File: src/rtl/elev_pkg.sv
// Shared types and sizes for the elevator motion controller: state encoding,
// floor width, top floor and timer width.
package elev_pkg;

    localparam int FLOOR_W = 2;
    localparam int TMR_W   = 8;
    localparam logic [FLOOR_W-1:0] MAX_FLOOR = FLOOR_W'(3);

    typedef enum logic [2:0] {
        S_IDLE,
        S_DECIDE,
        S_MOVE_UP,
        S_MOVE_DOWN,
        S_DOOR,
        S_HALT
    } state_t;

endpackage

File: src/rtl/elev_if.sv
// Request handshake plus the floor comparator loop between the controller
// (slave) and whoever issues requests and evaluates the comparison (master).
interface elev_if;
    import elev_pkg::*;

    logic               req_valid;
    logic [FLOOR_W-1:0] req_floor;
    logic               req_ready;
    logic [FLOOR_W-1:0] Req_floor;
    logic [FLOOR_W-1:0] current_floor;
    logic               lt;
    logic               gt;
    logic               eq;

    modport master (
        output req_valid, req_floor, lt, gt, eq,
        input  req_ready, Req_floor, current_floor
    );

    modport slave (
        input  req_valid, req_floor, lt, gt, eq,
        output req_ready, Req_floor, current_floor
    );

endinterface

File: src/rtl/elev_timer.sv
// Load / count-down / done counter shared by the move and door phases.
// done is high on the last enabled cycle of a loaded interval; en low freezes the count.
module elev_timer
    import elev_pkg::*;
(
    input  logic             clk,
    input  logic             rst,
    input  logic             load,
    input  logic [TMR_W-1:0] load_val,
    input  logic             en,
    output logic             done
);

    logic [TMR_W-1:0] cnt;

    always_ff @(posedge clk or negedge rst) begin
        if (!rst) begin
            cnt <= '0;
        end else if (load) begin
            cnt <= load_val;
        end else if (en && (cnt != '0)) begin
            cnt <= cnt - 1'b1;
        end
    end

    assign done = en && (cnt == TMR_W'(1));

endmodule

File: src/rtl/elevator_motion_fsm.sv
// Single-cab motion controller; door opens 2 cycles after a same-floor request, TRAVEL_CYCLES+1 per floor.
// Accepts one request only while idle (no buffering); ELEV_ESTOP_EN adds an estop input that freezes motion.
module elevator_motion_fsm
    import elev_pkg::*;
#(
    parameter int TRAVEL_CYCLES = 8,
    parameter int DOOR_CYCLES   = 6
) (
    input  logic clk,
    input  logic rst,
`ifdef ELEV_ESTOP_EN
    input  logic estop,
`endif
    elev_if.slave bus,
    output logic motor_up,
    output logic motor_down,
    output logic door_open,
    output logic busy,
    output logic fault
);

    state_t             state;
    state_t             next_state;
    logic               hold;
    logic               handshake;
    logic               fault_set;
    logic               floor_inc;
    logic               floor_dec;
    logic               motor_up_d;
    logic               motor_down_d;
    logic               door_open_d;
    logic               tmr_load;
    logic               tmr_en;
    logic               tmr_done;
    logic [TMR_W-1:0]   tmr_val;
    logic [FLOOR_W-1:0] cur_floor_q;
    logic [FLOOR_W-1:0] tgt_floor_q;

`ifdef ELEV_ESTOP_EN
    assign hold = estop;
`else
    assign hold = 1'b0;
`endif

    assign bus.req_ready     = (state == S_IDLE) && !hold;
    assign bus.Req_floor     = tgt_floor_q;
    assign bus.current_floor = cur_floor_q;
    assign handshake         = bus.req_valid && bus.req_ready;
    assign busy              = (state != S_IDLE);

    // The timer only runs while the actuator is really driven, so a paused
    // interval resumes with exactly the cycles it had left.
    assign tmr_en = motor_up || motor_down || door_open;

    elev_timer u_timer (
        .clk      (clk),
        .rst      (rst),
        .load     (tmr_load),
        .load_val (tmr_val),
        .en       (tmr_en),
        .done     (tmr_done)
    );

    always_ff @(posedge clk or negedge rst) begin
        if (!rst) begin
            state <= S_IDLE;
        end else begin
            state <= next_state;
        end
    end

    always_comb begin
        next_state = state;
        fault_set  = 1'b0;
        floor_inc  = 1'b0;
        floor_dec  = 1'b0;
        case (state)
            S_IDLE: begin
                if (handshake) next_state = S_DECIDE;
            end
            S_DECIDE: begin
                case ({bus.lt, bus.gt, bus.eq})
                    3'b010:  next_state = S_MOVE_UP;
                    3'b100:  next_state = S_MOVE_DOWN;
                    3'b001:  next_state = S_DOOR;
                    default: begin
                        next_state = S_HALT;
                        fault_set  = 1'b1;
                    end
                endcase
            end
            S_MOVE_UP: begin
                if (tmr_done) begin
                    if (cur_floor_q == MAX_FLOOR) begin
                        next_state = S_HALT;
                        fault_set  = 1'b1;
                    end else begin
                        next_state = S_DECIDE;
                        floor_inc  = 1'b1;
                    end
                end
            end
            S_MOVE_DOWN: begin
                if (tmr_done) begin
                    if (cur_floor_q == '0) begin
                        next_state = S_HALT;
                        fault_set  = 1'b1;
                    end else begin
                        next_state = S_DECIDE;
                        floor_dec  = 1'b1;
                    end
                end
            end
            S_DOOR: begin
                if (tmr_done) next_state = S_IDLE;
            end
            S_HALT: begin
                next_state = S_HALT;
            end
            default: begin
                next_state = S_HALT;
                fault_set  = 1'b1;
            end
        endcase
    end

    // Actuator values are computed for the coming cycle and registered below,
    // keeping the comparator inputs off any combinational path to them.
    always_comb begin
        motor_up_d   = (next_state == S_MOVE_UP)   && !hold;
        motor_down_d = (next_state == S_MOVE_DOWN) && !hold;
        door_open_d  = (next_state == S_DOOR)      && !hold;
        tmr_load     = (state == S_DECIDE);
        tmr_val      = (next_state == S_DOOR) ? TMR_W'(DOOR_CYCLES) : TMR_W'(TRAVEL_CYCLES);
    end

    always_ff @(posedge clk or negedge rst) begin
        if (!rst) begin
            motor_up    <= 1'b0;
            motor_down  <= 1'b0;
            door_open   <= 1'b0;
            fault       <= 1'b0;
            cur_floor_q <= '0;
            tgt_floor_q <= '0;
        end else begin
            motor_up   <= motor_up_d;
            motor_down <= motor_down_d;
            door_open  <= door_open_d;
            fault      <= fault || fault_set;
            if (handshake) tgt_floor_q <= bus.req_floor;
            if (floor_inc) begin
                cur_floor_q <= cur_floor_q + 1'b1;
            end else if (floor_dec) begin
                cur_floor_q <= cur_floor_q - 1'b1;
            end
        end
    end

endmodule

File: src/flat_wrapper.sv
// flat-port wrapper written by rule: the top's interface ports become plain ports
module elevator_motion_fsm_flat import elev_pkg::*;
#(
    parameter int TRAVEL_CYCLES = 8,
    parameter int DOOR_CYCLES   = 6
)
  (clk, rst, motor_up, motor_down, door_open, busy, fault, bus_req_valid, bus_req_floor, bus_lt, bus_gt, bus_eq, bus_req_ready, bus_Req_floor, bus_current_floor);
  elev_if bus_i ();
  input  logic clk;
  input  logic rst;
  output logic motor_up;
  output logic motor_down;
  output logic door_open;
  output logic busy;
  output logic fault;
  input wire logic [$bits(bus_i.req_valid)-1:0] bus_req_valid;
  input wire logic [$bits(bus_i.req_floor)-1:0] bus_req_floor;
  input wire logic [$bits(bus_i.lt)-1:0] bus_lt;
  input wire logic [$bits(bus_i.gt)-1:0] bus_gt;
  input wire logic [$bits(bus_i.eq)-1:0] bus_eq;
  output wire logic [$bits(bus_i.req_ready)-1:0] bus_req_ready;
  output wire logic [$bits(bus_i.Req_floor)-1:0] bus_Req_floor;
  output wire logic [$bits(bus_i.current_floor)-1:0] bus_current_floor;
  assign bus_i.req_valid = bus_req_valid;
  assign bus_i.req_floor = bus_req_floor;
  assign bus_i.lt = bus_lt;
  assign bus_i.gt = bus_gt;
  assign bus_i.eq = bus_eq;
  assign bus_req_ready = bus_i.req_ready;
  assign bus_Req_floor = bus_i.Req_floor;
  assign bus_current_floor = bus_i.current_floor;
  elevator_motion_fsm #(.TRAVEL_CYCLES(TRAVEL_CYCLES), .DOOR_CYCLES(DOOR_CYCLES)) u_core (.clk(clk), .rst(rst), .bus(bus_i), .motor_up(motor_up), .motor_down(motor_down), .door_open(door_open), .busy(busy), .fault(fault));
endmodule
File: config.mk
export PLATFORM = sky130hd
export DESIGN_NAME = elevator_motion_fsm_flat
export DESIGN_NICKNAME = d
export VERILOG_FILES = /design/src/rtl/elev_pkg.sv /design/src/rtl/elev_if.sv /design/src/rtl/elev_timer.sv /design/src/rtl/elevator_motion_fsm.sv /design/src/flat_wrapper.sv
export SDC_FILE = /design/constraint.sdc
export NUM_CORES = 1
export LEC_CHECK = 0
export CAP_MARGIN = 15
export CORE_ASPECT_RATIO = 1.5
export CORE_MARGIN = 10
export CORE_UTILIZATION = 55
export CTS_CLUSTER_DIAMETER = 100
export DETAILED_ROUTE_END_ITERATION = 8
export PLACE_DENSITY = 0.82
export SLEW_MARGIN = 10
export SYNTH_ARGS = -nofsm -noshare
export SYNTH_HDL_FRONTEND = slang
export SYNTH_SLANG_ARGS = --single-unit
export TNS_END_PERCENT = 30
File: constraint.sdc
create_clock -name clk -period 3.5 [get_ports clk]
set_input_delay 0.525 -clock clk [delete_from_list [all_inputs] [get_ports clk]]
set_output_delay 0.525 -clock clk [all_outputs]
set_load 0.03 [all_outputs]
Yosys cells after proc, flatten, opt, wreduce, memory -nomap -nowiden
Index checks and enable logic that the tools add are counted.
- add/subtract/negate cells: 3
- equal/unequal tests: 13
- multiplexer cells: 25
- reductions and logical operators: 14
- operators by type and width (operator ; count):
    2-to-1 mux 3 bit ; 6
    2-to-1 mux 8 bit ; 2
    == test 3 x 2 -> 1 bit, second input constant ; 5
    case mux 3 bit (5 select lines) ; 1
    == test 3 bit, second input constant ; 4
    2-to-1 mux 1 bit ; 11
    case mux 3 bit (3 select lines) ; 1
    == test 8 x 1 -> 1 bit, second input constant ; 1
    nonzero test 8 bit ; 1
    subtractor 8 x 1 -> 8 bit, second input constant ; 1
    == test 3 x 1 -> 1 bit, second input constant ; 2
    OR reduction 3 bit ; 2
    2-to-1 mux 2 bit ; 2
    2-to-1 mux 4 bit ; 1
    case mux 1 bit (4 select lines) ; 1
    nonzero test 2 bit ; 2
    logical AND 1 bit ; 3
    zero test 3 bit ; 1
    logical OR 1 bit ; 3
    nonzero test 3 bit ; 1
    adder 2 x 1 -> 2 bit, second input constant ; 1
    == test 2 bit, second input constant ; 1
    zero test 2 bit ; 1
    subtractor 2 x 1 -> 2 bit, second input constant ; 1
- register bits after elaboration: 19
- input bits: 8
- logic and storage cells: 63

Logic depth before layout (Yosys ltp)
Gate-level depths: netlist of the first run.
- depth in word-level cells: 8
- gate-level depth with buffers: 6
- gate-level depth less buffers: 6

By module
A second synthesis of the first run with hierarchy kept.
- cells, all modules: 126
- area, all modules: 1187.4 µm²
- by module, submodules not included (module ; instances ; cells an instance ; area an instance (µm²) ; sequential area each (µm²)):
    elevator_motion_fsm ; 1 ; 60 ; 596.8 ; 275.3
    elev_timer ; 1 ; 66 ; 590.6 ; 200.2

Worst setup path before layout of the first run
Ideal clock, no wire load.
- kind: reg-to-reg
- from: reg u_core.state[0]
- to: reg u_core.tgt_floor_q[0] (netlist: u_core.bus.Req_floor[0])
- setup time: 0.128 ns
- arrival: 1.595 ns
- data required time: 3.372 ns
- slack: 1.777 ns
- cell stages (with the launch flop): 6
- clock period less this slack: 1.723 ns
- cell sequence: dfrtp_1 > buf_4 > or3_1 > inv_2 > nand2_1 > mux2_1
- word-level cells in the longest chain between the ends: 2
- ends and longest elaborated chain (element ; RTL line ; text):
    from (decl) ; elevator_motion_fsm.sv:22 ; state_t state;
    from (signal assigned) ; elevator_motion_fsm.sv:68 ; state <= next_state;
    zero test 3 bit ; elevator_motion_fsm.sv:45 ; assign bus.req_ready = (state == S_IDLE) && !hold;
    named net bus_req_ready ; flat_wrapper.sv:21 ; output wire logic [$bits(bus_i.req_ready)-1:0] bus_req_ready;
    logical AND 1 bit ; elevator_motion_fsm.sv:48 ; assign handshake = bus.req_valid && bus.req_ready;
    to (signal assigned) ; elevator_motion_fsm.sv:150 ; if (handshake) tgt_floor_q <= bus.req_floor;
    to (decl) ; elevator_motion_fsm.sv:37 ; logic [FLOOR_W-1:0] tgt_floor_q;
The timed path passes the listed nets, and every way through them passes these cells.
A chain may end at the register's enable or synchronous reset.

Final worst setup path of the first run
- from: reg u_core.state[0]
- to: out bus_req_ready
- word-level cells in the longest chain between the ends: 1
- ends and longest elaborated chain (element ; RTL line):
    zero test 3 bit ; elevator_motion_fsm.sv:45
    to (decl) ; flat_wrapper.sv:21
No other way between the ends.

==> results of run 1 <==
==> where the power goes <==
group          total (mW)  leakage [nW]  switching [mW]  internal, mW
Combinational      0.0242         0.369          0.0125        0.0118
Sequential          0.221         0.241        0.000689         0.221
Clock               0.112        0.0177          0.0690        0.0426
Total               0.357         0.628          0.0821         0.275
==> state kept, by name, indices dropped and copies added (netlist names) <==
signal / cells
u_core.bus.current_floor: 2
u_core.motor_down: 1
u_core.bus.Req_floor: 2
u_core.fault: 1
u_core.state: 3
u_core.u_timer.cnt: 8
u_core.motor_up: 1
u_core.door_open: 1
==> routing by layer <==
metal  vias to the layer above  GRT usage (%)  part of all wire, %
met3                         7          2.726                  4.4
met4                         0          5.898                  2.2
met5                         -              0                    0
met1                       447          10.79                   39
li1                        432              -                    -
met2                        17          23.86                   54
==> layout by cell type, fill, tap and decap left out, drive strengths merged, types with 2 or more instances in the layout <==
master,n
a211oi,2
a21oi,4
a31oi,5
a41o,3
and2,2
clkbuf,3
clkdlybuf4s50,17
dfrtp,19
ha,3
inv,10
mux2,2
mux2i,3
nand2,6
nand4b,2
nor2,11
nor3,4
o21ai,3
or3b,2
or4,2
xnor2,3
==> cell families (layout without fill, tap and decap cells) <==
kind of cell / count (synthesis) / after routing
multiplexers: 5 / 5
AND/OR/NAND/NOR: 38 / 38
flip-flops: 19 / 19
buffers and inverters: 13 / 31
adder cells (fa/ha/maj): 3 / 3
XOR/XNOR: 4 / 4
AO/OA/AOI/OAI: 27 / 27
==> metrics by stage <==
stage	cells	setup slack (ps)	instance area, um2	power, mW
2_1_floorplan	109	1777	1086	0.2329
3_3_place_gp	144	1395	1266	0.2494
3_5_place_dp	144	1390	1266	0.2499
4_1_cts	148	1050	1294	0.3587
5_1_grt	148	976.6	1294	0.3693
6_report	148	1056	1294	0.3570
==> area by class of cell <==
type | instances | area (um2) | share of cell area [%]
clock buffers | 3 | 22.52 | 1.741
clock inverters | 1 | 5.005 | 0.3868
inverters | 10 | 37.54 | 2.901
multi-input cells | 77 | 556.8 | 43.04
flip-flops and latches | 19 | 475.5 | 36.75
well taps | 21 | 26.28 | 2.031
repair buffers | 17 | 170.2 | 13.15
==> worst max-delay path: cells and delay by family (launching register included) <==
kind	cells	cell delay, ps
flops	1	480
buf+inv	2	730
simple gates	1	410
==> worst min path at each step <==
stage | start | end | slack, ps | cells after the start
4_1_cts | u_core.fault$_DFF_PN0_ | u_core.fault$_DFF_PN0_ | 510 | 1
3_3_place_gp | u_core.fault$_DFF_PN0_ | u_core.fault$_DFF_PN0_ | 480 | 1
2_1_floorplan | rst | u_core.bus.Req_floor[0]$_DFFE_PN0P_ | 230 | 0
5_1_grt | u_core.fault$_DFF_PN0_ | u_core.fault$_DFF_PN0_ | 520 | 1
3_5_place_dp | u_core.fault$_DFF_PN0_ | u_core.fault$_DFF_PN0_ | 480 | 1
6_report | u_core.bus.Req_floor[1]$_DFFE_PN0P_ | u_core.bus.Req_floor[1]$_DFFE_PN0P_ | 510 | 1
==> results.yml, run 1 <==
outcome:
  status: "completed"
logic_synthesis:
  synth_flop_cell: "dfrtp_1"
  synth.avg_cell_area_um2: 9.964
  synthMuxAreaShare_pct: 4.839
  yosysUniqueCellTypes: 47
  synthesis.nets: 120
  synthAdderAreaFrac_pct: 3.456
  netlist_area_um2: 1086
  synth-edff-count: 0
  yosysTopAreaCellShare_pct: 43.78
  async_flop_share_pct: 100.0
  synth_seq_cells: 19
  synth_commonest_cells: "19 x dfrtp_1, 11 x nor2_1, 9 x inv_1"
  synth_simple_gate_area_share_pct: 20.85
  yosysMostFrequentCell: "dfrtp_1"
  synth_compound_area_share_pct: 18.89
  synth_warnings: 0
  ys_seq_area_share_pct: 43.78
  synth_xor_area_share_pct: 3.226
  yosysTopAreaCell: "dfrtp_1"
  netlist_instances: 109
  synth_top_cells_by_area: "dfrtp_1 44%, nor2_1 3.8%, ha_1 3.5%, inv_1 3.1%, a41o_1 2.8%"
  synth_top_family_by_area: "simple AND/OR/NAND/NOR gates"
clock_network:
  cts_resized: 0
  cts_root_buffer: "clkbuf_4"
  cts_hold_buf: 0
  post_cts_buffers: 0
  clk_path_buf_depth: 2
  numCtsBuffers: 3
  cts_sinks: 19
  tritoncts: "done"
  insertion_delay_ps: 300
  path_clk_slew_ps: 110
  htree_levels: 1
sta:
  setup_violations: 0
  finalMaxSlewViolations: 0
  setup_tns_ps: 0
  slew-limit-headroom_pct: 41.21
  clock.fmax_mhz: 409.2
  hold_viol: 0
  fin_crit_ps: 2444
  rsz0062_at_grt: "no"
  fin_hold_ws_ps: 506.4
  skew_ps: 2.023
  finalCritPeriodShare_pct: 69.82
  worstMarginPinSlew_ps: 879.2
worst_hold_path:
  hold_class: "flop to flop"
global_routing:
  grt_start_max_net_pins: 20
  antenna_found_initial: 0
  track_usage_pct: 11.88
  grt_pass1_vias: 917
  overflow: 0
  grt_pass1_wl_um: 4077
final_layout:
  syn_to_final_growth_pct: 19.12
  fin_util_pct: 69.77
  fillers: 152
  fin_nets: 139
  layout-drive-gt1-share_pct: 7.874
  diodes: 0
critical_path:
  arrival_ps: 1920
  path_cells: "or3_1, inv_2, clkdlybuf4s50_1"
  crit_end: "bus_req_ready"
  crit_required_ps: 2970
  worstSetupEndpointType: "output pin"
  cp-start-kind: "flop"
  reg2reg_depth: 4
  critPathLaunch: "u_core.state[0]$_DFF_PN0_"
  critPathKind: "flop to output pin"
  critPathMaxFanout: 10
  timing.rr.end: "u_core.motor_up$_DFF_PN0_"
  slowest_delay_ps: 660
  regToRegSetupSlack_ps: 1640
  r2r_start: "u_core.u_timer.cnt[3]$_DFFE_PN0P_"
  cpMaxStageDelayCell: "clkdlybuf4s50_1"
floorplan:
  die_x_um: 56.28
  core_um2: 1854
  pin_count: 18
  num_rows: 19
  die_h_um: 74.43
  start_util_pct: 58.57
  dieArea_um2: 4189
placement:
  dp_hpwl_um: 1891
  gp_congestion: 0.8277
  io_buffers: 17
route:
  num_vias: 903
  firstDrtPassIters: 4
  route.detailed.drc: 0
  ant_nets: 0
  drt_iter0_drc: 28
  wl_um: 2384
  wl_per_cell_um: 16.11
  via_per_inst: 6.101
power:
  ir_drop_mv: 0.2469
  power_density_nw_per_um2: 275.9
  leakagePower_nw: 0.6284
flow_run:
  max-cap-violations: 0
(Power assumes the default switching activity.)
==> run 2: changes to the inputs <==
--- a/config.mk
+++ b/config.mk
@@ -8,10 +8,10 @@
 export CAP_MARGIN = 15
 export CORE_ASPECT_RATIO = 1.5
 export CORE_MARGIN = 10
-export CORE_UTILIZATION = 55
+export CORE_UTILIZATION = 51
 export CTS_CLUSTER_DIAMETER = 100
 export DETAILED_ROUTE_END_ITERATION = 8
-export PLACE_DENSITY = 0.82
+export PLACE_DENSITY = 0.77
 export SLEW_MARGIN = 10
 export SYNTH_ARGS = -nofsm -noshare
 export SYNTH_HDL_FRONTEND = slang
==> constraint.sdc (replaced) <==
create_clock -name clk -period 2.5 [get_ports clk]
set_input_delay 0.375 -clock clk [delete_from_list [all_inputs] [get_ports clk]]
set_output_delay 0.375 -clock clk [all_outputs]
set_load 0.03 [all_outputs]
==> run 2 against run 1 <==
Combinational power rose by 47%. Clock skew rose by 5.3 ps. Global-route usage is 0.098 points lower. Cell count up 1.4%. Design area up 0.58%. Non-clock buffer count grew 1. Register-to-register slack got worse by 990 ps. Setup slack got worse by 860 ps. Via count is 1.8% lower. Die area rose by 5.4%. Critical path type unchanged. Critical endpoint unchanged. Largest cell class unchanged.
==> results.yml, run 2 (synthesis results as in run 1) <==
floorplan:
  die_h_um: 76.52
  pin_count: 18
  core_um2: 2027
  dieArea_um2: 4413
  die_x_um: 57.68
  num_rows: 20
  start_util_pct: 53.58
placement:
  dp_hpwl_um: 1909
  dpl_cell_area_um2: 1275
  gp_congestion: 0.7601
  dp_slack_ps: 536.2
  dp_cells: 146
  io_buffers: 17
final_layout:
  top_register: "u_core.u_timer.cnt"
  multi_input_area_um2: 556.8
  fin_nets: 140
  diodes: 0
  layout_commonest_cell: "dfrtp_1"
  stdcell_area_um2: 1301
  stdcell_count: 150
  fillers: 181
  largest_register_ffs: 8
  layout_common_cells: "19 x dfrtp_1, 17 x clkdlybuf4s50_1, 11 x nor2_1, 9 x inv_1, 6 x nand2_1"
  reg_top3: "u_core.u_timer.cnt: 8 flops, u_core.state: 3 flops"
  regArea_um2: 475.5
  syn_to_final_growth_pct: 19.82
  layout-drive-gt1-share_pct: 7.813
route:
  firstDrtPassIters: 4
  drt_iter0_drc: 14
  route.detailed.drc: 0
  wl_um: 2458
  wl_per_cell_um: 16.39
  via_per_inst: 5.913
  ant_nets: 0
  num_vias: 887
critical_path:
  critPathMaxFanout: 10
  crit_required_ps: 2120
  arrival_ps: 1930
  worstSetupEndpointType: "output pin"
  cp-start-kind: "flop"
  critPathKind: "flop to output pin"
global_routing:
  overflow: 0
  track_usage_pct: 11.78
  antenna_found_initial: 0
  grt_pass1_vias: 934
  grt_start_max_net_pins: 20
  grt_pass1_wl_um: 4264
sta:
  finalMaxSlewViolations: 0
  clock.fmax_mhz: 433.2
  setup_tns_ps: 0
  worstMarginPinSlew_ps: 514.7
  rsz0062_at_grt: "no"
  finalCritPeriodShare_pct: 92.33
  hold_viol: 0
  skew_ps: 7.317
  fin_crit_ps: 2308
  setup_slack_ps: 191.9
  setup_violations: 0
  fin_hold_ws_ps: 400.0
  slew-limit-headroom_pct: 65.42
outcome:
  status: "completed"
clock_network:
  path_clk_slew_ps: 110
  htree_levels: 1
  tritoncts: "done"
  post_cts_buffers: 0
  clk_path_buf_depth: 2
  cts_sinks: 19
  insertion_delay_ps: 300
  cts_resized: 0
  cts_root_buffer: "clkbuf_4"
  numCtsBuffers: 3
  cts_hold_buf: 0
power:
  power_frac_seq_pct: 61.8
  ir_drop_mv: 0.3981
  p_int_uw: 388.3
  swShare_pct: 22.40
  power.switching_uw: 112.1
  power_density_nw_per_um2: 384.6
  combPwrFrac_pct: 7.1
  leakagePower_nw: 0.6304
  clkPwrFrac_pct: 31.1
worst_hold_path:
  hold_class: "input port to asynchronous set/reset pin"
flow_run:
  max-cap-violations: 0
[run 2: routing by layer]
layer  GRT usage, %  wire [um]  vias up  share of wire [%]
li1               -          -      434                  -
met1          12.36        929      428                 38
met2          20.26       1327       18                 54
met3          3.333        135        7                5.5
met4          5.896         66        0                2.7
met5              0          0        -                  0
[run 2: area by class of cell]
| cell class | count | share of cell area (%) |
|---|---|---|
| Clock buffer | 4 | 2.019 |
| Inverter | 10 | 2.885 |
| Multi-Input combinational cell | 77 | 42.79 |
| Sequential cell | 19 | 36.54 |
| Tap cell | 22 | 2.115 |
| Timing Repair Buffer | 18 | 13.65 |
[run 2: metrics by stage]
stage,utilization [%],power [mW]
floorplan,-,0.3260
global placement,62.90,0.3503
detailed placement,62.90,0.3518
CTS,64.20,0.5055
global route,64.20,0.5194
finish,64.20,0.5004
[run 2: final timing paths]
path	endpoint	depth (start not counted)	from	slack (ps)
max in group asynchronous	u_core.state[1]$_DFF_PN0_	2	rst	1890
max	bus_req_ready	3	u_core.state[0]$_DFF_PN0_	190
min	u_core.u_timer.cnt[4]$_DFFE_PN0P_	2	rst	400
min in group clk	u_core.fault$_DFF_PN0_	1	u_core.fault$_DFF_PN0_	490
max reg2reg	u_core.door_open$_DFF_PN0_	4	u_core.u_timer.cnt[3]$_DFFE_PN0P_	650
min reg2reg	u_core.fault$_DFF_PN0_	1	u_core.fault$_DFF_PN0_	490
[run 2: power by group through the flow]
| stage | combinational [mW] | sequential, mW | clock, mW |
|---|---|---|---|
| after floorplan | 0.00740 | 0.319 | 0 |
| after global placement | 0.0348 | 0.315 | 0 |
| after detailed placement | 0.0363 | 0.316 | 0 |
| after CTS | 0.0363 | 0.310 | 0.160 |
| after global routing | 0.0390 | 0.310 | 0.170 |
| final | 0.0356 | 0.309 | 0.155 |
[run 2: worst max-delay path, stage by stage (launching register included)]
cell and delay [ps]:
dfrtp_1 480, or3_1 420, inv_2 70, clkdlybuf4s50_1 660
==> run 3: changes to the inputs <==
--- a/config.mk
+++ b/config.mk
@@ -12,6 +12,7 @@
 export CTS_CLUSTER_DIAMETER = 100
 export DETAILED_ROUTE_END_ITERATION = 8
 export PLACE_DENSITY = 0.77
+export REMOVE_ABC_BUFFERS = 1
 export SLEW_MARGIN = 10
 export SYNTH_ARGS = -nofsm -noshare
 export SYNTH_HDL_FRONTEND = slang
==> constraint.sdc (replaced) <==
create_clock -name clk -period 2.5 [get_ports clk]
set_input_delay 0.375 -clock clk [delete_from_list [all_inputs] [get_ports clk]]
set_output_delay 0.375 -clock clk [all_outputs]
set_load 0.1 [all_outputs]
==> run 3 against run 2 <==
Sequential power hardly changed. Setup slack better by 370 ps. Power rose by 1.6%. Non-clock buffer count unchanged. Flip-flop and latch count is the same. Register-to-register slack barely moved. Clock power hardly changed. Clock-buffer cell count stayed put. Combinational power grew 19%. Wire length fell by 5.0%. Die area unchanged. Critical path type unchanged. Highest routed layer unchanged.
==> results.yml, run 3 (synthesis results as in run 1) <==
floorplan:
  start_util_pct: 53.58
  pin_count: 18
  num_rows: 20
  die_x_um: 57.68
  dieArea_um2: 4413
  die_h_um: 76.52
  core_um2: 2027
power:
  combPwrFrac_pct: 8.4
  power_density_nw_per_um2: 398.3
  power.switching_uw: 120.5
  clkPwrFrac_pct: 30.7
  swShare_pct: 23.71
  leakagePower_nw: 0.6472
  ir_drop_mv: 0.3335
  power_frac_seq_pct: 60.9
  p_int_uw: 387.8
final_layout:
  layout_common_cells: "19 x dfrtp_1, 11 x nor2_1, 11 x buf_4, 9 x inv_1, 7 x clkdlybuf4s50_1"
  layout-drive-gt1-share_pct: 15.63
  largest_register_ffs: 8
  fin_nets: 140
  layout_commonest_cell: "dfrtp_1"
  reg_top3: "u_core.u_timer.cnt: 8 flops, u_core.state: 3 flops"
  syn_to_final_growth_pct: 17.51
  top_register: "u_core.u_timer.cnt"
  diodes: 0
clock_network:
  tritoncts: "done"
  htree_levels: 1
  path_clk_slew_ps: 100
  insertion_delay_ps: 300
  post_cts_buffers: 0
  cts_resized: 0
  cts_sinks: 19
  clk_path_buf_depth: 2
  cts_hold_buf: 0
  cts_root_buffer: "clkbuf_4"
  numCtsBuffers: 3
global_routing:
  grt_pass1_vias: 935
  grt_pass1_wl_um: 4264
  antenna_found_initial: 0
  grt_start_max_net_pins: 20
  overflow: 0
  track_usage_pct: 11.59
sta:
  worstMarginPinSlew_ps: 522.2
  fin_crit_ps: 1936
  finalCritPeriodShare_pct: 77.44
  hold_viol: 0
  setup_slack_ps: 564.0
  slew-limit-headroom_pct: 64.92
  skew_ps: 3.346
  finalMaxSlewViolations: 0
  fin_hold_ws_ps: 397.2
  rsz0062_at_grt: "no"
  setup_tns_ps: 0
  setup_violations: 0
  clock.fmax_mhz: 516.5
placement:
  io_buffers: 17
  dp_hpwl_um: 1822
  gp_congestion: 0.8353
  dp_slack_ps: 633.4
route:
  wl_per_cell_um: 15.56
  route.detailed.drc: 0
  wl_um: 2334
  ant_nets: 0
  via_per_inst: 5.880
  firstDrtPassIters: 4
  num_vias: 882
  drt_iter0_drc: 15
critical_path:
  regToRegSetupSlack_ps: 660
  crit_required_ps: 2120
  critPathMaxFanout: 10
  cp-start-kind: "flop"
  arrival_ps: 1560
  worstSetupEndpointType: "output pin"
  critPathKind: "flop to output pin"
flow_run:
  max-cap-violations: 0
outcome:
  status: "completed"
worst_hold_path:
  hold_class: "input port to asynchronous set/reset pin"
-- run 3: power by group through the flow --
stage / Clock [mW] / Combinational, mW / Sequential (mW)
floorplan: 0 / 0.00742 / 0.327
global placement: 0 / 0.0425 / 0.316
detailed placement: 0 / 0.0435 / 0.315
CTS: 0.159 / 0.0434 / 0.310
global route: 0.183 / 0.0457 / 0.310
finish: 0.156 / 0.0425 / 0.310
-- run 3: layer usage --
layer  track usage [%]  wire (um)
met2             19.50       1263
met3             3.500         79
met1             12.76        959
met5                 0          0
met4             4.953         31
-- run 3: final cells by class --
cell class / count / area, um2
Tap cell: 22 / 27.53
Multi-Input combinational cell: 77 / 556.8
Inverter: 10 / 37.54
Clock buffer: 4 / 26.28
Fill cell: 182 / 750.7
Timing Repair Buffer: 18 / 152.6
Sequential cell: 19 / 475.5
-- run 3: path summary, 6_finish.rpt --
check                                                  start                           endpoint  cells past startpoint
max                                u_core.state[0]$_DFF_PN0_                      bus_req_ready                      3
max reg2reg                u_core.u_timer.cnt[3]$_DFFE_PN0P_          u_core.motor_up$_DFF_PN0_                      4
max in group asynchronous                                rst          u_core.motor_up$_DFF_PN0_                      2
min                                                      rst  u_core.u_timer.cnt[5]$_DFFE_PN0P_                      2
min reg2reg                           u_core.fault$_DFF_PN0_             u_core.fault$_DFF_PN0_                      1
min in group clk                      u_core.fault$_DFF_PN0_             u_core.fault$_DFF_PN0_                      1
-- run 3: through the flow --
| step | total power [mW] | area [um2] | instances | utilization [%] |
|---|---|---|---|---|
| 3_5_place_dp | 0.3590 | 1250 | 146 | 61.67 |
| 6_report | 0.5083 | 1276 | 150 | 62.96 |
| 5_1_grt | 0.5381 | 1276 | 150 | 62.96 |
| 3_3_place_gp | 0.3581 | 1250 | 146 | 61.67 |
| 2_1_floorplan | 0.3343 | 1070 | 106 | - |
| 4_1_cts | 0.5124 | 1276 | 150 | 62.96 |
-- run 3: critical path: stages (launching register included) --
cell and delay, ps:
dfrtp_1 480, or3_1 430, inv_2 70, buf_4 280
